`src/rtl/ps2_key_decoder.sv`:
```
`default_nettype none
// ============================================================================
// Module      : ps2_key_decoder
// Description : PS/2 set-2 keyboard receiver with Shift/Caps tracking and
//               US-layout ASCII output strobed by NewKey.
// Revision    : 1.0 - initial release
// ============================================================================
module ps2_key_decoder #(
   parameter int CLK_HZ     = 50_000_000,
   parameter int TIMEOUT_US = 200,
   parameter int FILTER_LEN = 8
) (
   input  logic       sys_clk,
   input  logic       sys_rst_n,
   input  logic       PS2Clk,
   input  logic       PS2Data,
   output logic [7:0] Result,
   output logic       NewKey,
   output logic [7:0] ScanCode,
   output logic       Extended,
   output logic       FrameErr
);

   localparam int c_TO_CYC = CLK_HZ / 1_000_000 * TIMEOUT_US;
   localparam int c_TO_W   = $clog2(c_TO_CYC + 1);
   localparam int c_FLT_W  = $clog2(FILTER_LEN + 1);

   typedef enum logic [1:0] {
      S_IDLE   = 2'd0,
      S_DATA   = 2'd1,
      S_PARITY = 2'd2,
      S_STOP   = 2'd3
   } state_t;

   state_t              r_state, w_state_nx;
   logic [1:0]          r_clk_s, r_dat_s;
   logic                r_clk_filt, r_clk_filt_d;
   logic [c_FLT_W-1:0]  r_flt_cnt;
   logic [c_TO_W-1:0]   r_to_cnt;
   logic [7:0]          r_sreg;
   logic [2:0]          r_bitcnt;
   logic                r_byte_valid, r_frame_err;
   logic                r_shift_l, r_shift_r, r_caps, r_caps_held, r_ext, r_brk;
   logic [7:0]          r_result, r_scancode;
   logic                r_newkey, r_extended;

   logic                w_edge, w_strobe, w_bit, w_timeout;
   logic                w_byte_ok, w_frm_err;
   logic                w_shift, w_letter, w_map, w_use_up;
   logic [7:0]          w_lc, w_up, w_ascii;

   assign w_edge    = r_clk_filt ^ r_clk_filt_d;
   assign w_strobe  = r_clk_filt_d & ~r_clk_filt;
   assign w_bit     = r_dat_s[1];
   assign w_timeout = (r_state != S_IDLE) && !w_edge && (r_to_cnt == '0);

   // Synchronisers reset high so an idle bus produces no spurious edge.
   always_ff @(posedge sys_clk or negedge sys_rst_n) begin
      if (!sys_rst_n) begin
         r_clk_s      <= 2'b11;
         r_dat_s      <= 2'b11;
         r_clk_filt   <= 1'b1;
         r_clk_filt_d <= 1'b1;
         r_flt_cnt    <= '0;
         r_to_cnt     <= c_TO_W'(c_TO_CYC - 1);
      end else begin
         r_clk_s      <= {r_clk_s[0], PS2Clk};
         r_dat_s      <= {r_dat_s[0], PS2Data};
         r_clk_filt_d <= r_clk_filt;
         if (r_clk_s[1] != r_clk_filt) begin
            if (r_flt_cnt == c_FLT_W'(FILTER_LEN - 1)) begin
               r_clk_filt <= r_clk_s[1];
               r_flt_cnt  <= '0;
            end else begin
               r_flt_cnt <= r_flt_cnt + 1'b1;
            end
         end else begin
            r_flt_cnt <= '0;
         end
         if (r_state == S_IDLE || w_edge)
            r_to_cnt <= c_TO_W'(c_TO_CYC - 1);
         else if (r_to_cnt != '0)
            r_to_cnt <= r_to_cnt - 1'b1;
      end
   end

   always_ff @(posedge sys_clk or negedge sys_rst_n) begin
      if (!sys_rst_n) r_state <= S_IDLE;
      else            r_state <= w_state_nx;
   end

   always_comb begin
      w_state_nx = r_state;
      w_byte_ok  = 1'b0;
      w_frm_err  = 1'b0;
      if (w_timeout) begin
         w_state_nx = S_IDLE;
         w_frm_err  = 1'b1;
      end else if (w_strobe) begin
         case (r_state)
            S_IDLE:   if (!w_bit) w_state_nx = S_DATA;
            S_DATA:   if (r_bitcnt == 3'd7) w_state_nx = S_PARITY;
            S_PARITY: begin
               if ((^r_sreg) ^ w_bit) begin
                  w_state_nx = S_STOP;
               end else begin
                  w_state_nx = S_IDLE;
                  w_frm_err  = 1'b1;
               end
            end
            S_STOP: begin
               w_state_nx = S_IDLE;
               w_byte_ok  = w_bit;
               w_frm_err  = !w_bit;
            end
            default:  w_state_nx = S_IDLE;
         endcase
      end
   end

   always_ff @(posedge sys_clk or negedge sys_rst_n) begin
      if (!sys_rst_n) begin
         r_sreg       <= '0;
         r_bitcnt     <= '0;
         r_byte_valid <= 1'b0;
         r_frame_err  <= 1'b0;
      end else begin
         r_byte_valid <= w_byte_ok;
         r_frame_err  <= w_frm_err;
         if (r_state == S_IDLE) begin
            r_bitcnt <= '0;
         end else if (w_strobe && r_state == S_DATA) begin
            r_sreg   <= {w_bit, r_sreg[7:1]};
            r_bitcnt <= r_bitcnt + 1'b1;
         end
      end
   end

   // Letters set only w_lc; keys with a distinct shifted glyph set both.
   assign w_shift = r_shift_l | r_shift_r;
   always_comb begin
      w_lc = 8'h00;
      w_up = 8'h00;
      case ({r_ext, r_sreg})
         9'h01C: w_lc = "a";  9'h032: w_lc = "b";  9'h021: w_lc = "c";
         9'h023: w_lc = "d";  9'h024: w_lc = "e";  9'h02B: w_lc = "f";
         9'h034: w_lc = "g";  9'h033: w_lc = "h";  9'h043: w_lc = "i";
         9'h03B: w_lc = "j";  9'h042: w_lc = "k";  9'h04B: w_lc = "l";
         9'h03A: w_lc = "m";  9'h031: w_lc = "n";  9'h044: w_lc = "o";
         9'h04D: w_lc = "p";  9'h015: w_lc = "q";  9'h02D: w_lc = "r";
         9'h01B: w_lc = "s";  9'h02C: w_lc = "t";  9'h03C: w_lc = "u";
         9'h02A: w_lc = "v";  9'h01D: w_lc = "w";  9'h022: w_lc = "x";
         9'h035: w_lc = "y";  9'h01A: w_lc = "z";
         9'h016: begin w_lc = "1"; w_up = "!"; end
         9'h01E: begin w_lc = "2"; w_up = "@"; end
         9'h026: begin w_lc = "3"; w_up = "#"; end
         9'h025: begin w_lc = "4"; w_up = "$"; end
         9'h02E: begin w_lc = "5"; w_up = "%"; end
         9'h036: begin w_lc = "6"; w_up = "^"; end
         9'h03D: begin w_lc = "7"; w_up = "&"; end
         9'h03E: begin w_lc = "8"; w_up = "*"; end
         9'h046: begin w_lc = "9"; w_up = "("; end
         9'h045: begin w_lc = "0"; w_up = ")"; end
         9'h00E: begin w_lc = 8'h60; w_up = "~"; end
         9'h04E: begin w_lc = "-"; w_up = "_"; end
         9'h055: begin w_lc = "="; w_up = "+"; end
         9'h054: begin w_lc = "["; w_up = "{"; end
         9'h05B: begin w_lc = "]"; w_up = "}"; end
         9'h05D: begin w_lc = 8'h5C; w_up = "|"; end
         9'h04C: begin w_lc = ";"; w_up = ":"; end
         9'h052: begin w_lc = "'"; w_up = 8'h22; end
         9'h041: begin w_lc = ","; w_up = "<"; end
         9'h049: begin w_lc = "."; w_up = ">"; end
         9'h04A: begin w_lc = "/"; w_up = "?"; end
         9'h029: w_lc = 8'h20;
         9'h05A: w_lc = 8'h0D;
         9'h066: w_lc = 8'h08;
         9'h076: w_lc = 8'h1B;
         9'h00D: w_lc = 8'h09;
         9'h15A: w_lc = 8'h0D;
         9'h14A: w_lc = 8'h2F;
         default: w_lc = 8'h00;
      endcase
      w_letter = (w_lc >= 8'h61) && (w_lc <= 8'h7A);
      w_map    = (w_lc != 8'h00);
      if (w_up == 8'h00)
         w_up = w_letter ? (w_lc - 8'h20) : w_lc;
      w_use_up = w_letter ? (w_shift ^ r_caps) : w_shift;
      w_ascii  = w_use_up ? w_up : w_lc;
   end

   always_ff @(posedge sys_clk or negedge sys_rst_n) begin
      if (!sys_rst_n) begin
         r_shift_l   <= 1'b0;
         r_shift_r   <= 1'b0;
         r_caps      <= 1'b0;
         r_caps_held <= 1'b0;
         r_ext       <= 1'b0;
         r_brk       <= 1'b0;
         r_result    <= '0;
         r_newkey    <= 1'b0;
         r_scancode  <= '0;
         r_extended  <= 1'b0;
      end else begin
         r_newkey <= 1'b0;
         if (w_frm_err) begin
            r_ext <= 1'b0;
            r_brk <= 1'b0;
         end else if (r_byte_valid) begin
            if (r_sreg == 8'hE0) begin
               r_ext <= 1'b1;
            end else if (r_sreg == 8'hF0) begin
               r_brk <= 1'b1;
            end else begin
               r_ext <= 1'b0;
               r_brk <= 1'b0;
               if (r_brk) begin
                  case (r_sreg)
                     8'h12:   r_shift_l   <= 1'b0;
                     8'h59:   r_shift_r   <= 1'b0;
                     8'h58:   r_caps_held <= 1'b0;
                     default: ;
                  endcase
               end else begin
                  r_scancode <= r_sreg;
                  r_extended <= r_ext;
                  case (r_sreg)
                     8'h12: r_shift_l <= 1'b1;
                     8'h59: r_shift_r <= 1'b1;
                     // Typematic repeats of Caps keep caps_held set and do not re-toggle.
                     8'h58: begin
                        if (!r_caps_held) r_caps <= ~r_caps;
                        r_caps_held <= 1'b1;
                     end
                     default: begin
                        if (w_map) begin
                           r_result <= w_ascii;
                           r_newkey <= 1'b1;
                        end
                     end
                  endcase
               end
            end
         end
      end
   end

   assign Result   = r_result;
   assign NewKey   = r_newkey;
   assign ScanCode = r_scancode;
   assign Extended = r_extended;
   assign FrameErr = r_frame_err;

endmodule
`default_nettype wire

```
`config.mk`:
```
export PLATFORM = sky130hd
export DESIGN_NAME = ps2_key_decoder
export DESIGN_NICKNAME = d
export VERILOG_FILES = /design/src/rtl/ps2_key_decoder.sv
export SDC_FILE = /design/constraint.sdc
export NUM_CORES = 1
export LEC_CHECK = 0
export CORE_MARGIN = 2
export CORE_UTILIZATION = 34
export CTS_CLUSTER_SIZE = 16
export DETAILED_ROUTE_END_ITERATION = 6
export PLACE_DENSITY = 0.52
export SLEW_MARGIN = 20
export SYNTH_ARGS = -nofsm -noshare
export SYNTH_HDL_FRONTEND = slang
export SYNTH_SLANG_ARGS = --single-unit
```
`constraint.sdc`:
```
create_clock -name sys_clk -period 3.55 [get_ports sys_clk]
set_input_delay 0.71 -clock sys_clk [delete_from_list [all_inputs] [get_ports sys_clk]]
set_output_delay 0.71 -clock sys_clk [all_outputs]
set_load 0.005 [all_outputs]
```
Word level (Yosys, flattened, before mapping)
Cells that the tools add are included. W data, S select, Z words.

Bits in registers: 63. Bits of input ports: 4. Output and inout bits: 19. Word-level logic and storage cells: 191.

Add/sub/neg operators: 4. $lt $le $gt $ge: 2. Equality and inequality tests: 69. Muxes and demuxes: 49. Bitwise operators: 14. Reductions and logical operators: 32.

Operators with widths (count): $pmux W7 S52 (1); $eq A9 B6 Y1 const B (23); $eq A9 B7 Y1 const B (20); $pmux W7 S21 (1); $eq A9 B5 Y1 const B (7); $mux W1 (31); $mux W14 (2); $mux W8 (3); $reduce_and A5 Y1 (4); $eq A9 B4 Y1 const B (2); $eq A9 B9 Y1 const B (2); $eq A8 B7 Y1 const B (2); $eq A8 B8 Y1 const B (2); $logic_not A14 Y1 (1); $reduce_and A7 Y1 (2); $reduce_bool A14 Y1 (1); $sub A14 B1 Y14 const B (1); $mux W2 (5); $reduce_bool A2 Y1 (5); $ne A3 B3 Y1 const B (3); $not A1 Y1 (9); $eq A8 B5 Y1 const B (1); $ge A8 B7 Y1 const B (1); $le A8 B7 Y1 const B (1); other kinds (27) (40).

Logic depth before layout (Yosys ltp)
Gate-level depths: netlist of the first run.

Depth in word-level cells: 11. Depth in mapped cells: 15. Mapped depth without buffers: 13.

Worst setup path after synthesis of the first run
No wires, ideal clock.

Kind: reg-to-reg. Start point: register r_sreg[5]. End point: register r_result[4], in the netlist Result[4]. Arrival: 2.649 ns. Required time: 3.470 ns. Path slack: 0.821 ns. Cell stages (with the launch flop): 13. Period minus slack after synthesis: 2.729 ns. Cells stage by stage: dfrtp_1 -> inv_1 -> ha_1 -> buf_4 -> o2111ai_2 -> o31ai_1 -> nor4_1 -> nand4_1 -> a21o_1 -> a32oi_4 -> nand4_1 -> a211o_1 -> o211ai_2.

Longest elaborated chain between the ends: 8.

RTL lines: start, declared (RTL line 40) `logic [7:0] r_sreg;`; start signal, assigned (RTL line 133) `r_sreg <= {w_bit, r_sreg[7:1]};`; $eq A9 B9 Y1 (tied with other cells) (RTL line 144) `case ({r_ext, r_sreg})`; $reduce_or A2 Y1 (no line) / $xor A1 B1 Y1 (equally long branches); $pmux W7 S52 / $mux W1 (equally long branches) (RTL line 144, 104); $ge A8 B7 Y1 (tied with other cells) (RTL line 184) `w_letter = (w_lc >= 8'h61) && (w_lc <= 8'h7A);`; $logic_and A1 B1 Y1 / $mux W1 (equally long branches) (RTL line 184, 99); $mux W8 / $mux W1 (equally long branches) (RTL line 187, 96); $mux W8 / $not A1 Y1 (equally long branches); $mux W8 / $reduce_and A7 Y1 (equally long branches); end signal, assigned (RTL line 237) `r_result <= w_ascii;`; end, declared (RTL line 44) `logic [7:0] r_result, r_scancode;`.

Parallel ways exist; a longest one is shown, timed or not. A chain may end at the register's enable or synchronous reset.

Worst setup path after layout of the first run
Start point: register r_sreg[0]. End point: register r_result[4], in the netlist Result[4].

The elaborated chain is that of the path after synthesis.

==> impl_metrics.env, run 1 <==
export IMPL_root_buffer="clkbuf_16"
export IMPL_start_util_pct=34.40
export IMPL_reg2reg_to="Result[4]"
export IMPL_synth_net_count=521
export IMPL_startpoint="r_sreg[0]"
export IMPL_grt_first_pass_wirelength_mm=19.14
export IMPL_postCtsResizedCells=0
export IMPL_worst_ep_required_time_ns=3.80
export IMPL_crit_type="reg2reg"
export IMPL_hold_buffers=0
export IMPL_pre_cts_slack_ns=0.1623
export IMPL_ff2ff_path_depth=11
export IMPL_fill_cells=1277
export IMPL_drive_gt1_share_pct=13.24
export IMPL_hold_violations=0
export IMPL_cts_tree="built"
export IMPL_rsz0062_at_grt="no"
export IMPL_die_x_um=116.3
export IMPL_ys_seq_area_share_pct=37.18
export IMPL_synth_edf_count=0
export IMPL_gp_congestion=0.9361
export IMPL_synth_seq_cells=63
export IMPL_post_cts_setup_buffer_count=0
export IMPL_gr_total_overflow=0
export IMPL_synth_distinct_cells=71
export IMPL_cp_end_kind="flip-flop"
export IMPL_p_leak_nw=1.951
export IMPL_tns_ns=0
export IMPL_async_flop_share_pct=100.0
export IMPL_synth_area_per_cell_sq_um=8.645
export IMPL_min_period_ns=3.459
export IMPL_endpoint="Result[4]"
export IMPL_ir_worst_vdd_mv=0.2915
export IMPL_path_max_fanout=16
export IMPL_h_tree_depth=3
export IMPL_syn_inst=496
export IMPL_dr_pass1_iters=5
export IMPL_coreArea_sq_mm=0.01247
export IMPL_io_buffers=22
export IMPL_worstSetupStartpointType="flip-flop"
export IMPL_numCtsBuffers=9
export IMPL_antenna_cells=0
export IMPL_vias_per_cell=5.638
export IMPL_clkSlewWorstSetupHoldPaths_ns=0.05
export IMPL_worstMarginPinSlew_ns=0.8604
export IMPL_numClockSinks=63
export IMPL_die_height_um=116.3
export IMPL_drtAntennaViolNets=0
export IMPL_worst_hold_slack_ns=0.3541
export IMPL_hold_class="reg2reg"
export IMPL_total_power_mw=1.857
export IMPL_maxSlewHeadroom_pct=42.64
export IMPL_drc=0
export IMPL_io_pins=23
export IMPL_area_growth_pct=15.79
export IMPL_antenna_found_initial=0
export IMPL_cap_violations=0
export IMPL_rows=41
export IMPL_clock_latency_ns=0.33
export IMPL_worst_slack_ns=0.09123
export IMPL_num_vias=3907
export IMPL_syn_area_sq_mm=0.004288
export IMPL_fmax_ghz=0.2891
export IMPL_nets=542
export IMPL_finalMaxSlewViolations=0
export IMPL_dr_first_iter_drc_count=186
export IMPL_cts_path_max_buffers=2
export IMPL_wl_per_cell_um=16.84
export IMPL_grt_max_degree=37
export IMPL_synth_warnings=0
export IMPL_finalCritPeriodShare_pct=97.43
export IMPL_rr_startpoint="r_sreg[0]"
export IMPL_synth_main_ff_cell="dfrtp_1"
export IMPL_outcome="finished, final reports clean"
export IMPL_finClkSkew_ns=0.009302
export IMPL_fp_dieArea_sq_mm=0.01353
export IMPL_routed_wl_mm=11.67
export IMPL_power_density_mw_per_mm2=373.9
export IMPL_grt_pass1_vias=3804
export IMPL_r2r_setup_slack_ns=0.09
export IMPL_grtUsageTotal_pct=18.33
export IMPL_setup_violations=0
export IMPL_dp_hpwl_mm=8.562
export IMPL_cp_arrival_ns=3.71
==> stage by stage <==
step	cells	util [%]	instance area [sq um]
2_1_floorplan	496	-	4288
3_3_place_gp	678	37.54	4679
3_5_place_dp	678	37.54	4679
4_1_cts	693	39.70	4949
5_1_grt	693	39.83	4965
6_report	693	39.83	4965
==> state kept, by name, indices dropped and copies added (netlist names), 3 cells and up <==
register   flops
r_to_cnt      14
ScanCode       8
r_bitcnt       3
r_sreg         8
r_flt_cnt      4
Result         8
==> how the worst min path moves through the flow <==
| stage | startpoint | end | depth (start not counted) |
|---|---|---|---|
| floorplan | r_clk_s[0] | r_clk_s[1] | 0 |
| global placement | r_dat_s[0] | r_dat_s[1] | 0 |
| detailed placement | r_dat_s[0] | r_dat_s[1] | 0 |
| CTS | r_dat_s[0] | r_dat_s[1] | 0 |
| global route | r_dat_s[0] | r_dat_s[1] | 0 |
| finish | r_dat_s[0] | r_dat_s[1] | 0 |
==> power by group <==
| group | total (mW) | switching, mW | leakage [nW] | internal (mW) |
|---|---|---|---|---|
| Clock | 0.805 | 0.300 | 0.133 | 0.505 |
| Sequential | 0.818 | 0.0443 | 0.829 | 0.774 |
| Combinational | 0.233 | 0.151 | 0.989 | 0.0821 |
| Total | 1.86 | 0.495 | 1.95 | 1.36 |
==> per-layer routing <==
metal  routed length (um)  vias up  track usage (%)
met2                 5475      153            29.84
met4                  512        0            10.79
li1                     -     1840                -
met1                 5061     1872            22.59
met3                  621       42            3.581
met5                    0        -                0
==> cells by family after synthesis <==
family / Yosys count / share of synthesized area, %
AND/OR/NAND/NOR: 214 / 25.91
AO/OA/AOI/OAI: 126 / 20.40
flip-flops: 63 / 37.18
buffers and inverters: 49 / 5.486
adder cells (fa/ha/maj): 21 / 6.128
XOR/XNOR: 18 / 3.677
multiplexers: 5 / 1.226
==> synthesized netlist by cell type, types with 13 or more instances <==
library cell,instances,area share (%)
nand3_1,16,1.9
dfrtp_1,49,29
nor2_1,52,4.6
ha_1,21,6.1
nand2_1,59,5.2
xnor2_1,15,3.1
dfstp_2,14,8.6
a31oi_1,14,2.0
inv_1,21,1.8
a21oi_1,23,2.7
o21ai_0,33,3.9
nand4_1,13,1.9
buf_2,13,1.5
nor3_1,18,2.1
==> cell type report <==
cell class | instances | area, sq um | share of cell area [%]
Timing Repair Buffer | 37 | 327.8 | 6.603
Multi-Input combinational cell | 384 | 2475 | 49.85
Tap cell | 172 | 215.2 | 4.335
Clock inverter | 1 | 5.005 | 0.1008
Inverter | 22 | 83.83 | 1.689
Sequential cell | 63 | 1594 | 32.11
Clock buffer | 14 | 264.0 | 5.318
==> cell usage in the layout, fill, tap and decap left out, types with 16 or more instances in the layout <==
| master | count |
|---|---|
| nand3_1 | 16 |
| nand2_1 | 58 |
| a21oi_1 | 23 |
| nor2_1 | 52 |
| clkdlybuf4s50_1 | 21 |
| dfrtp_1 | 49 |
| ha_1 | 20 |
| inv_1 | 21 |
| nor3_1 | 18 |
| o21ai_0 | 33 |
==> critical path, cell delays in order (launching register included) <==
cell and delay, ns:
dfrtp_1 0.39, inv_1 0.09, ha_1 0.44, nand3b_2 0.25, o22ai_2 0.14, nor4_1 0.44
nand4_1 0.29, a21o_1 0.27, a32oi_4 0.32, nand4_1 0.28, a211o_1 0.38, o211ai_2 0.06
Note: power is estimated with default switching activity, not from simulation.
==> run 2, diff against run 1 <==
--- a/config.mk
+++ b/config.mk
@@ -7,7 +7,7 @@
 export LEC_CHECK = 0
 export CORE_MARGIN = 2
 export CORE_UTILIZATION = 34
-export CTS_CLUSTER_SIZE = 16
+export CTS_CLUSTER_SIZE = 10
 export DETAILED_ROUTE_END_ITERATION = 6
 export PLACE_DENSITY = 0.52
 export SLEW_MARGIN = 20
==> results of run 2 <==
The final DEF is identical to that of run 1; final timing and power are the same.
